<file path="src/rtl/mem_arbiter_pkg.sv">
// Shared types for the two-master memory port arbiter.
package mem_arbiter_pkg;
  localparam int NUM_MASTERS = 2;

  typedef enum logic {MST_INSTR = 1'b0, MST_DATA = 1'b1} mst_id_e;
  typedef enum logic {UNLOCKED = 1'b0, LOCKED = 1'b1} lock_state_e;
endpackage

</file>
<file path="src/rtl/mem_arbiter_resp_id_fifo.sv">
// In-order queue of master IDs for accepted-but-unanswered transactions.
module resp_id_fifo #(
  parameter int DEPTH = 2
) (
  input  logic clk_i,
  input  logic rst_i,
  input  logic push,
  input  logic push_id,
  input  logic pop,
  output logic full,
  output logic empty,
  output logic head
);
  localparam int PW = (DEPTH > 1) ? $clog2(DEPTH) : 1;
  localparam int CW = $clog2(DEPTH + 1);

  logic [DEPTH-1:0] ids;
  logic [PW-1:0]    wr_ptr;
  logic [PW-1:0]    rd_ptr;
  logic [CW-1:0]    count;
  logic             do_push;
  logic             do_pop;

  function automatic logic [PW-1:0] next_ptr(input logic [PW-1:0] p);
    return (p == PW'(DEPTH - 1)) ? '0 : p + 1'b1;
  endfunction

  assign full    = (count == CW'(DEPTH));
  assign empty   = (count == '0);
  assign head    = ids[rd_ptr];
  assign do_push = push & ~full;
  assign do_pop  = pop & ~empty;

  always_ff @(posedge clk_i) begin
    if (rst_i) begin
      wr_ptr <= '0;
      rd_ptr <= '0;
      count  <= '0;
    end else begin
      if (do_push) begin
        ids[wr_ptr] <= push_id;
        wr_ptr      <= next_ptr(wr_ptr);
      end
      if (do_pop) rd_ptr <= next_ptr(rd_ptr);
      count <= count + CW'(do_push) - CW'(do_pop);
    end
  end
endmodule

</file>
<file path="src/rtl/mem_arbiter.sv">
// Shares one req/gnt/rvalid memory port between instruction fetch and load/store.
// MEM_ARBITER_ROUND_ROBIN_EN selects round-robin instead of data-over-instr priority.
module mem_arbiter
  import mem_arbiter_pkg::*;
#(
  parameter int MAX_OUTSTANDING = 2,
  parameter int ADDR_W          = 32,
  parameter int DATA_W          = 32
) (
  input  logic                clk_i,
  input  logic                rst_i,
  input  logic                instr_req_i,
  output logic                instr_gnt_o,
  output logic                instr_rvalid_o,
  input  logic [ADDR_W-1:0]   instr_addr_i,
  output logic [DATA_W-1:0]   instr_rdata_o,
  input  logic                data_req_i,
  output logic                data_gnt_o,
  output logic                data_rvalid_o,
  input  logic                data_we_i,
  input  logic [DATA_W/8-1:0] data_be_i,
  input  logic [ADDR_W-1:0]   data_addr_i,
  input  logic [DATA_W-1:0]   data_wdata_i,
  output logic [DATA_W-1:0]   data_rdata_o,
  output logic                mem_req_o,
  input  logic                mem_gnt_i,
  input  logic                mem_rvalid_i,
  output logic                mem_we_o,
  output logic [DATA_W/8-1:0] mem_be_o,
  output logic [ADDR_W-1:0]   mem_addr_o,
  output logic [DATA_W-1:0]   mem_wdata_o,
  input  logic [DATA_W-1:0]   mem_rdata_i
);
  lock_state_e state_q, state_d;
  mst_id_e     lock_mst_q, lock_mst_d;
  mst_id_e     winner, sel, head;
  logic        sel_req, req_ok, push, route_ok;
  logic        q_full, q_empty, q_head;

`ifdef MEM_ARBITER_ROUND_ROBIN_EN
  mst_id_e rr_q;

  always_ff @(posedge clk_i) begin
    if (rst_i)     rr_q <= MST_DATA;
    else if (push) rr_q <= (sel == MST_DATA) ? MST_INSTR : MST_DATA;
  end

  // Pointer only breaks ties; a lone requester always wins.
  always_comb begin
    winner = rr_q;
    if (data_req_i && !instr_req_i)      winner = MST_DATA;
    else if (instr_req_i && !data_req_i) winner = MST_INSTR;
  end
`else
  assign winner = data_req_i ? MST_DATA : MST_INSTR;
`endif

  assign sel     = (state_q == LOCKED) ? lock_mst_q : winner;
  assign sel_req = (sel == MST_DATA) ? data_req_i : instr_req_i;
  // Full flag comes from the registered count, so a same-cycle pop cannot unblock.
  assign req_ok  = sel_req & ~q_full & ~rst_i;
  assign push    = req_ok & mem_gnt_i;

  assign mem_req_o   = req_ok;
  assign instr_gnt_o = push & (sel == MST_INSTR);
  assign data_gnt_o  = push & (sel == MST_DATA);

  assign head           = mst_id_e'(q_head);
  assign route_ok       = mem_rvalid_i & ~q_empty & ~rst_i;
  assign instr_rvalid_o = route_ok & (head == MST_INSTR);
  assign data_rvalid_o  = route_ok & (head == MST_DATA);
  assign instr_rdata_o  = rst_i ? '0 : mem_rdata_i;
  assign data_rdata_o   = rst_i ? '0 : mem_rdata_i;

  always_ff @(posedge clk_i) begin
    if (rst_i) begin
      state_q    <= UNLOCKED;
      lock_mst_q <= MST_INSTR;
    end else begin
      state_q    <= state_d;
      lock_mst_q <= lock_mst_d;
    end
  end

  always_comb begin
    state_d     = state_q;
    lock_mst_d  = lock_mst_q;
    mem_we_o    = 1'b0;
    mem_be_o    = '0;
    mem_addr_o  = '0;
    mem_wdata_o = '0;
    case (state_q)
      UNLOCKED: if (req_ok && !mem_gnt_i) begin
        state_d    = LOCKED;
        lock_mst_d = sel;
      end
      LOCKED:   if (mem_gnt_i) state_d = UNLOCKED;
      default:  state_d = UNLOCKED;
    endcase
    if (!rst_i) begin
      if (sel == MST_DATA) begin
        mem_we_o    = data_we_i;
        mem_be_o    = data_be_i;
        mem_addr_o  = data_addr_i;
        mem_wdata_o = data_wdata_i;
      end else begin
        mem_be_o    = '1;
        mem_addr_o  = instr_addr_i;
      end
    end
  end

  resp_id_fifo #(.DEPTH(MAX_OUTSTANDING)) u_resp_id_fifo (
    .clk_i   (clk_i),
    .rst_i   (rst_i),
    .push    (push),
    .push_id (sel),
    .pop     (mem_rvalid_i & ~rst_i),
    .full    (q_full),
    .empty   (q_empty),
    .head    (q_head)
  );

`ifndef SYNTHESIS
  always_ff @(posedge clk_i) begin
    if (!rst_i) assert (!(mem_rvalid_i && q_empty))
      else $warning("mem_rvalid_i with no outstanding transaction, response dropped");
  end
`endif
endmodule
</file>
<file path="config.mk">
export PLATFORM = sky130hd
export DESIGN_NAME = mem_arbiter
export DESIGN_NICKNAME = d
export VERILOG_FILES = /design/src/rtl/mem_arbiter_pkg.sv /design/src/rtl/mem_arbiter_resp_id_fifo.sv /design/src/rtl/mem_arbiter.sv
export SDC_FILE = /design/constraint.sdc
export NUM_CORES = 1
export LEC_CHECK = 0
export CAP_MARGIN = 0
export CORE_AREA = 2 2 107 109
export CTS_BUF_LIST = sky130_fd_sc_hd__clkbuf_16
export CTS_CLUSTER_DIAMETER = 60
export DETAILED_ROUTE_END_ITERATION = 12
export DIE_AREA = 0 0 109 111
export PLACE_DENSITY = 0.67
export SYNTH_ARGS = -nofsm -noshare
export SYNTH_HDL_FRONTEND = slang
export SYNTH_HIERARCHICAL = 1
export SYNTH_SLANG_ARGS = --single-unit
</file>
<file path="constraint.sdc">
create_clock -name clk_i -period 4.35 [get_ports clk_i]
set_input_delay 0.87 -clock clk_i [delete_from_list [all_inputs] [get_ports clk_i]]
set_output_delay 0.87 -clock clk_i [all_outputs]
set_load 0.02 [all_outputs]
</file>
==> results of run 1 <==
[state kept, by name, summed over array words and instances (netlist names)]
name and flops:
u_resp_id_fifo/count 2, u_resp_id_fifo/ids 2, u_resp_id_fifo/rd_ptr 1, state_q 1, u_resp_id_fifo/wr_ptr 1, lock_mst_q 1
[power groups by stage]
| stage | sequential, uW | clock, uW | combinational [uW] |
|---|---|---|---|
| after global routing | 92.0 | 170 | 515 |
| after detailed placement | 92.1 | 0 | 485 |
| after CTS | 90.9 | 163 | 487 |
| after floorplan | 90.4 | 0 | 229 |
| final | 90.9 | 159 | 482 |
| after global placement | 91.5 | 0 | 480 |
[synthesized netlist by cell type (all sizes together)]
| master | count |
|---|---|
| o21a | 2 |
| xor2 | 1 |
| ha | 2 |
| nor3 | 3 |
| mux2i | 2 |
| inv | 2 |
| a2111oi | 1 |
| nand2 | 64 |
| clkbuf | 9 |
| a21oi | 32 |
| and3 | 2 |
| mux2 | 3 |
| and3b | 1 |
| nand2b | 1 |
| nor2b | 37 |
| nor2 | 16 |
| dfxtp | 6 |
| edfxtp | 2 |
| nor4b | 1 |
| buf | 41 |
| and2 | 35 |
| xnor2 | 1 |
| nor3b | 2 |
[routing by layer]
layer | up-vias | share of wire | GRT usage
li1 | 1274 | - | -
met1 | 1167 | 0.36 | 0.152
met2 | 142 | 0.53 | 0.267
met3 | 11 | 0.091 | 0.0312
met4 | 0 | 0.015 | 0.0325
met5 | - | 0 | 0
[worst register-to-register path, stage by stage, from the launching register on]
cell	delay, ns
sky130_fd_sc_hd__dfxtp_1	0.39
sky130_fd_sc_hd__mux2i_1	0.14
sky130_fd_sc_hd__a2111oi_4	0.44
sky130_fd_sc_hd__and2_1	0.23
sky130_fd_sc_hd__nand2b_4	0.08
sky130_fd_sc_hd__ha_1	0.27
sky130_fd_sc_hd__inv_1	0.04
sky130_fd_sc_hd__ha_1	0.17
sky130_fd_sc_hd__xor2_1	0.14
sky130_fd_sc_hd__and2_2	0.19
sky130_fd_sc_hd__nor3_1	0.12
[cells by family after synthesis]
family | share of synthesized area
adder cells (fa/ha/maj) | 0.0148
multiplexers | 0.0364
AO/OA/AOI/OAI | 0.121
XOR/XNOR | 0.0104
AND/OR/NAND/NOR | 0.496
flip-flops | 0.107
buffers and inverters | 0.215
[layout make-up]
class	count	area (um2)	share of cell area
Antenna cell	1	2.50	0.000570
Clock buffer	3	75.1	0.0171
Clock inverter	1	3.75	0.000855
Inverter	2	7.51	0.00171
Multi-Input combinational cell	206	1150	0.263
Sequential cell	8	180	0.0411
Tap cell	143	179	0.0408
Timing Repair Buffer	280	2790	0.635
[path summary, 6_finish.rpt]
check,startpoint,end,slack (ns),cells after the start
worst min register to register,u_resp_id_fifo/rd_ptr,u_resp_id_fifo/rd_ptr,0.54,2
worst max register to register,lock_mst_q,u_resp_id_fifo/count[1],2.06,10
worst min-delay path,u_resp_id_fifo/rd_ptr,u_resp_id_fifo/rd_ptr,0.54,2
worst max-delay path,data_req_i,mem_addr_o[5],0.37,6
[stage by stage]
| step | setup WS (ns) | utilization | hold WS (ns) |
|---|---|---|---|
| finish | 0.374 | 0.396 | 0.536 |
| global route | 0.221 | 0.396 | 0.568 |
| CTS | 0.321 | 0.396 | 0.535 |
| detailed placement | 0.331 | 0.389 | 0.517 |
| global placement | 0.360 | 0.389 | 0.507 |
| floorplan | 1.58 | - | 0.492 |
[cells in the final DEF, fill, tap and decap left out]
master	netlist	routed
sky130_fd_sc_hd__and2_2	1	1
sky130_fd_sc_hd__nand2b_4	1	1
sky130_fd_sc_hd__buf_4	37	4
sky130_fd_sc_hd__clkbuf_16	0	3
sky130_fd_sc_hd__diode_2	0	1
sky130_fd_sc_hd__mux2_2	2	2
sky130_fd_sc_hd__inv_2	1	1
sky130_fd_sc_hd__and3_1	2	2
sky130_fd_sc_hd__nor2b_1	36	36
sky130_fd_sc_hd__nor2_1	15	15
sky130_fd_sc_hd__mux2i_4	0	1
sky130_fd_sc_hd__nor2b_4	1	1
sky130_fd_sc_hd__nor3_1	3	3
sky130_fd_sc_hd__inv_1	1	2
sky130_fd_sc_hd__and3b_1	1	1
sky130_fd_sc_hd__o21a_2	1	1
sky130_fd_sc_hd__clkdlybuf4s50_1	0	275
sky130_fd_sc_hd__nand2_1	64	64
sky130_fd_sc_hd__and2_1	34	34
sky130_fd_sc_hd__mux2i_1	1	1
sky130_fd_sc_hd__a21oi_1	32	32
sky130_fd_sc_hd__a2111oi_4	1	1
sky130_fd_sc_hd__nor2_2	1	1
sky130_fd_sc_hd__xnor2_1	1	1
sky130_fd_sc_hd__buf_2	0	1
sky130_fd_sc_hd__nor4b_1	1	1
sky130_fd_sc_hd__edfxtp_1	2	2
sky130_fd_sc_hd__xor2_1	1	1
sky130_fd_sc_hd__mux2_4	1	1
sky130_fd_sc_hd__nor3b_1	2	2
sky130_fd_sc_hd__dfxtp_1	6	6
sky130_fd_sc_hd__o21a_1	1	1
sky130_fd_sc_hd__ha_1	2	2
==> flow_summary.html, run 1 <==
<table>
<tr><th>Metric</th><th>Value</th></tr>
<tr><th colspan="2">Run status</th></tr>
<tr><td>Outcome</td><td>finished, final reports clean</td></tr>
<tr><th colspan="2">Die</th></tr>
<tr><td>Initial Utilization</td><td>0.152</td></tr>
<tr><td>Die boundary width</td><td>109 um</td></tr>
<tr><td>Overall die height</td><td>111 um</td></tr>
<tr><td>DIE AREA</td><td>0.0121 mm2</td></tr>
<tr><td>Number of I/O pins</td><td>277</td></tr>
<tr><td>Row count</td><td>39</td></tr>
<tr><td>Area of the placeable core</td><td>0.0111 mm2</td></tr>
<tr><th colspan="2">Setup path</th></tr>
<tr><td>Critical path data arrival time</td><td>3.11 ns</td></tr>
<tr><td>Largest stage delay on the critical path</td><td>0.65 ns</td></tr>
<tr><td>Series of cell instances along the critical path</td><td>clkdlybuf4s50_1 -&gt; mux2i_4 -&gt; inv_2 -&gt; nand2_1 -&gt; a21oi_1 -&gt; clkdlybuf4s50_1</td></tr>
<tr><td>Crit path top cell by count</td><td>sky130_fd_sc_hd__clkdlybuf4s50_1</td></tr>
<tr><td>Kind of capture point of the worst setup path</td><td>output port</td></tr>
<tr><td>Library cell contributing the largest single delay on the critical path</td><td>sky130_fd_sc_hd__clkdlybuf4s50_1</td></tr>
<tr><td>Count of buffering cells on the critical path with inverters included</td><td>3</td></tr>
<tr><td>WP data required</td><td>3.48 ns</td></tr>
<tr><td>Crit start category</td><td>input port</td></tr>
<tr><td>Setup Crit Path Kind</td><td>input port to output port</td></tr>
<tr><td>Crit path max fanout</td><td>35</td></tr>
<tr><td>Delay-heaviest family, CP</td><td>buffers and inverters</td></tr>
<tr><th colspan="2">Route</th></tr>
<tr><td>Via total after detailed routing</td><td>2594</td></tr>
<tr><td>Routed wire length per instance</td><td>14.1 um</td></tr>
<tr><td>Final ANT Viol Nets</td><td>0</td></tr>
<tr><td>Wire length after detailed routing</td><td>9060 um</td></tr>
<tr><td>Drt first-iter violations</td><td>103</td></tr>
<tr><td>Number of detailed-route iterations in the first pass</td><td>4</td></tr>
<tr><td>Remaining routing DRC violations</td><td>0</td></tr>
<tr><td>Per-cell via count in the routed design</td><td>4.03</td></tr>
<tr><th colspan="2">Power and ir drop</th></tr>
<tr><td>Reported net switching power</td><td>258 uW</td></tr>
<tr><td>Internal power of the cells</td><td>474 uW</td></tr>
<tr><td>Peak ir drop on the vdd network</td><td>0.112 mV</td></tr>
<tr><td>Pwr/cell area</td><td>167 mW/mm2</td></tr>
<tr><td>Part of the power in combinational logic</td><td>0.659</td></tr>
<tr><td>Clock power frac</td><td>0.217</td></tr>
<tr><td>Power share of the sequential group</td><td>0.124</td></tr>
<tr><td>Overall power consumption</td><td>732 uW</td></tr>
<tr><td>Leakage power of the design</td><td>0.00167 uW</td></tr>
<tr><td>Switch share</td><td>0.352</td></tr>
<tr><th colspan="2">STA</th></tr>
<tr><td>Endpoints failing hold</td><td>0</td></tr>
<tr><td>Final-report setup violation count</td><td>0</td></tr>
<tr><td>Layout Skew</td><td>0.00103 ns</td></tr>
<tr><td>Summed negative setup slack over all endpoints</td><td>0 ns</td></tr>
<tr><td>Maximum clock frequency</td><td>0.252 GHz</td></tr>
<tr><td>Final Critical Period</td><td>3.98 ns</td></tr>
<tr><td>Final Cycle Share</td><td>0.914</td></tr>
<tr><td>Slew margin rel.</td><td>0.464</td></tr>
<tr><td>Setup repair after global routing missed its margin</td><td>false</td></tr>
<tr><td>Fin. max-slew vios</td><td>0</td></tr>
<tr><td>Least-Margin Pin Slew</td><td>0.804 ns</td></tr>
<tr><th colspan="2">Cells and area</th></tr>
<tr><td>Layout net count</td><td>642</td></tr>
<tr><td>Final design instance area without fill</td><td>0.00439 mm2</td></tr>
<tr><td>Fill cell instance count of the final layout</td><td>1154</td></tr>
<tr><td>Layout overhead on the synthesized area</td><td>160%</td></tr>
<tr><td>Ratio of cells with drive above 1 in the final layout</td><td>0.0380</td></tr>
<tr><td>Final cell count without fillers</td><td>644</td></tr>
<tr><th colspan="2">GRT</th></tr>
<tr><td>Largest net degree at the start of global routing</td><td>44</td></tr>
<tr><td>Number of antenna violations at the first check in global routing</td><td>1</td></tr>
<tr><td>Vias in the first global route</td><td>2534</td></tr>
<tr><td>Global route total overflow</td><td>0</td></tr>
<tr><td>Wire length of the first global-routing pass</td><td>13300 um</td></tr>
<tr><td>Combined global-route utilization of all metal layers</td><td>0.140</td></tr>
<tr><th colspan="2">Clocking</th></tr>
<tr><td>Clock buffer count from CTS</td><td>3</td></tr>
<tr><td>Buffer count from post-CTS setup fixing</td><td>0</td></tr>
<tr><td>TritonCTS clock tree</td><td>yes</td></tr>
<tr><td>H-tree lvl count</td><td>1</td></tr>
<tr><td>Clock tree buffer depth</td><td>2</td></tr>
<tr><td>Clock transition time at the flip-flop clock pins of the worst setup and hold paths</td><td>0.04 ns</td></tr>
<tr><td>Sink count of the clock tree</td><td>8</td></tr>
<tr><td>Post-CTS Resized</td><td>0</td></tr>
<tr><td>Number of hold buffers added after cts</td><td>0</td></tr>
<tr><td>Clock network latency to the later pin of the worst-skew pair</td><td>0.23 ns</td></tr>
<tr><td>Library cell used as clock root buffer</td><td>sky130_fd_sc_hd__clkbuf_16</td></tr>
<tr><th colspan="2">Yosys</th></tr>
<tr><td>Post-synthesis sequential area ratio</td><td>0.107</td></tr>
<tr><td>Cell type with the highest aggregate area in the netlist</td><td>sky130_fd_sc_hd__buf_4</td></tr>
<tr><td>Synth cell types</td><td>33</td></tr>
<tr><td>Count of synthesis-stage warnings from yosys</td><td>6</td></tr>
<tr><td>Per-instance average area after synthesis</td><td>6.34 um2</td></tr>
<tr><td>Cell count after synthesis</td><td>266</td></tr>
<tr><td>Area share of the leading cell type in the synthesized netlist</td><td>0.165</td></tr>
<tr><td>Summed instance area of the synthesized netlist</td><td>0.00169 mm2</td></tr>
<tr><td>Top cells by area in the synthesized netlist</td><td>sky130_fd_sc_hd__buf_4, sky130_fd_sc_hd__nand2_1, sky130_fd_sc_hd__nor2b_1</td></tr>
<tr><td>Net count of the mapped netlist</td><td>407</td></tr>
<tr><td>Register bit total from synthesis</td><td>8</td></tr>
<tr><th colspan="2">Place</th></tr>
<tr><td>HPWL reported at the end of detailed placement</td><td>7600 um</td></tr>
<tr><td>Number of port buffers</td><td>276</td></tr>
<tr><td>Final Wtd Congestion</td><td>0.864</td></tr>
<tr><td>Post-Place Cells</td><td>639</td></tr>
<tr><td>Post-placement cell area</td><td>0.00431 mm2</td></tr>
<tr><th colspan="2">Run</th></tr>
<tr><td>Count of max-cap constraint violations</td><td>0</td></tr>
<tr><th colspan="2">Min path</th></tr>
<tr><td>Worst min-delay path class</td><td>flop to flop</td></tr>
</table>
No activity file was read; power rests on OpenSTA's default activity.
==> inputs of run 2 (changes only) <==
--- a/config.mk
+++ b/config.mk
@@ -9,6 +9,7 @@
 export CORE_AREA = 2 2 107 109
 export CTS_BUF_LIST = sky130_fd_sc_hd__clkbuf_16
 export CTS_CLUSTER_DIAMETER = 60
+export CTS_CLUSTER_SIZE = 12
 export DETAILED_ROUTE_END_ITERATION = 12
 export DIE_AREA = 0 0 109 111
 export PLACE_DENSITY = 0.67
==> results of run 2 <==
The final DEF is identical to that of run 1; final timing and power are the same.
==> inputs of run 3 (changes only) <==
--- a/config.mk
+++ b/config.mk
@@ -13,6 +13,7 @@
 export DETAILED_ROUTE_END_ITERATION = 12
 export DIE_AREA = 0 0 109 111
 export PLACE_DENSITY = 0.67
+export SLEW_MARGIN = 20
 export SYNTH_ARGS = -nofsm -noshare
 export SYNTH_HDL_FRONTEND = slang
 export SYNTH_HIERARCHICAL = 1
==> results of run 3 <==
The final DEF is identical to that of run 1; final timing and power are the same.
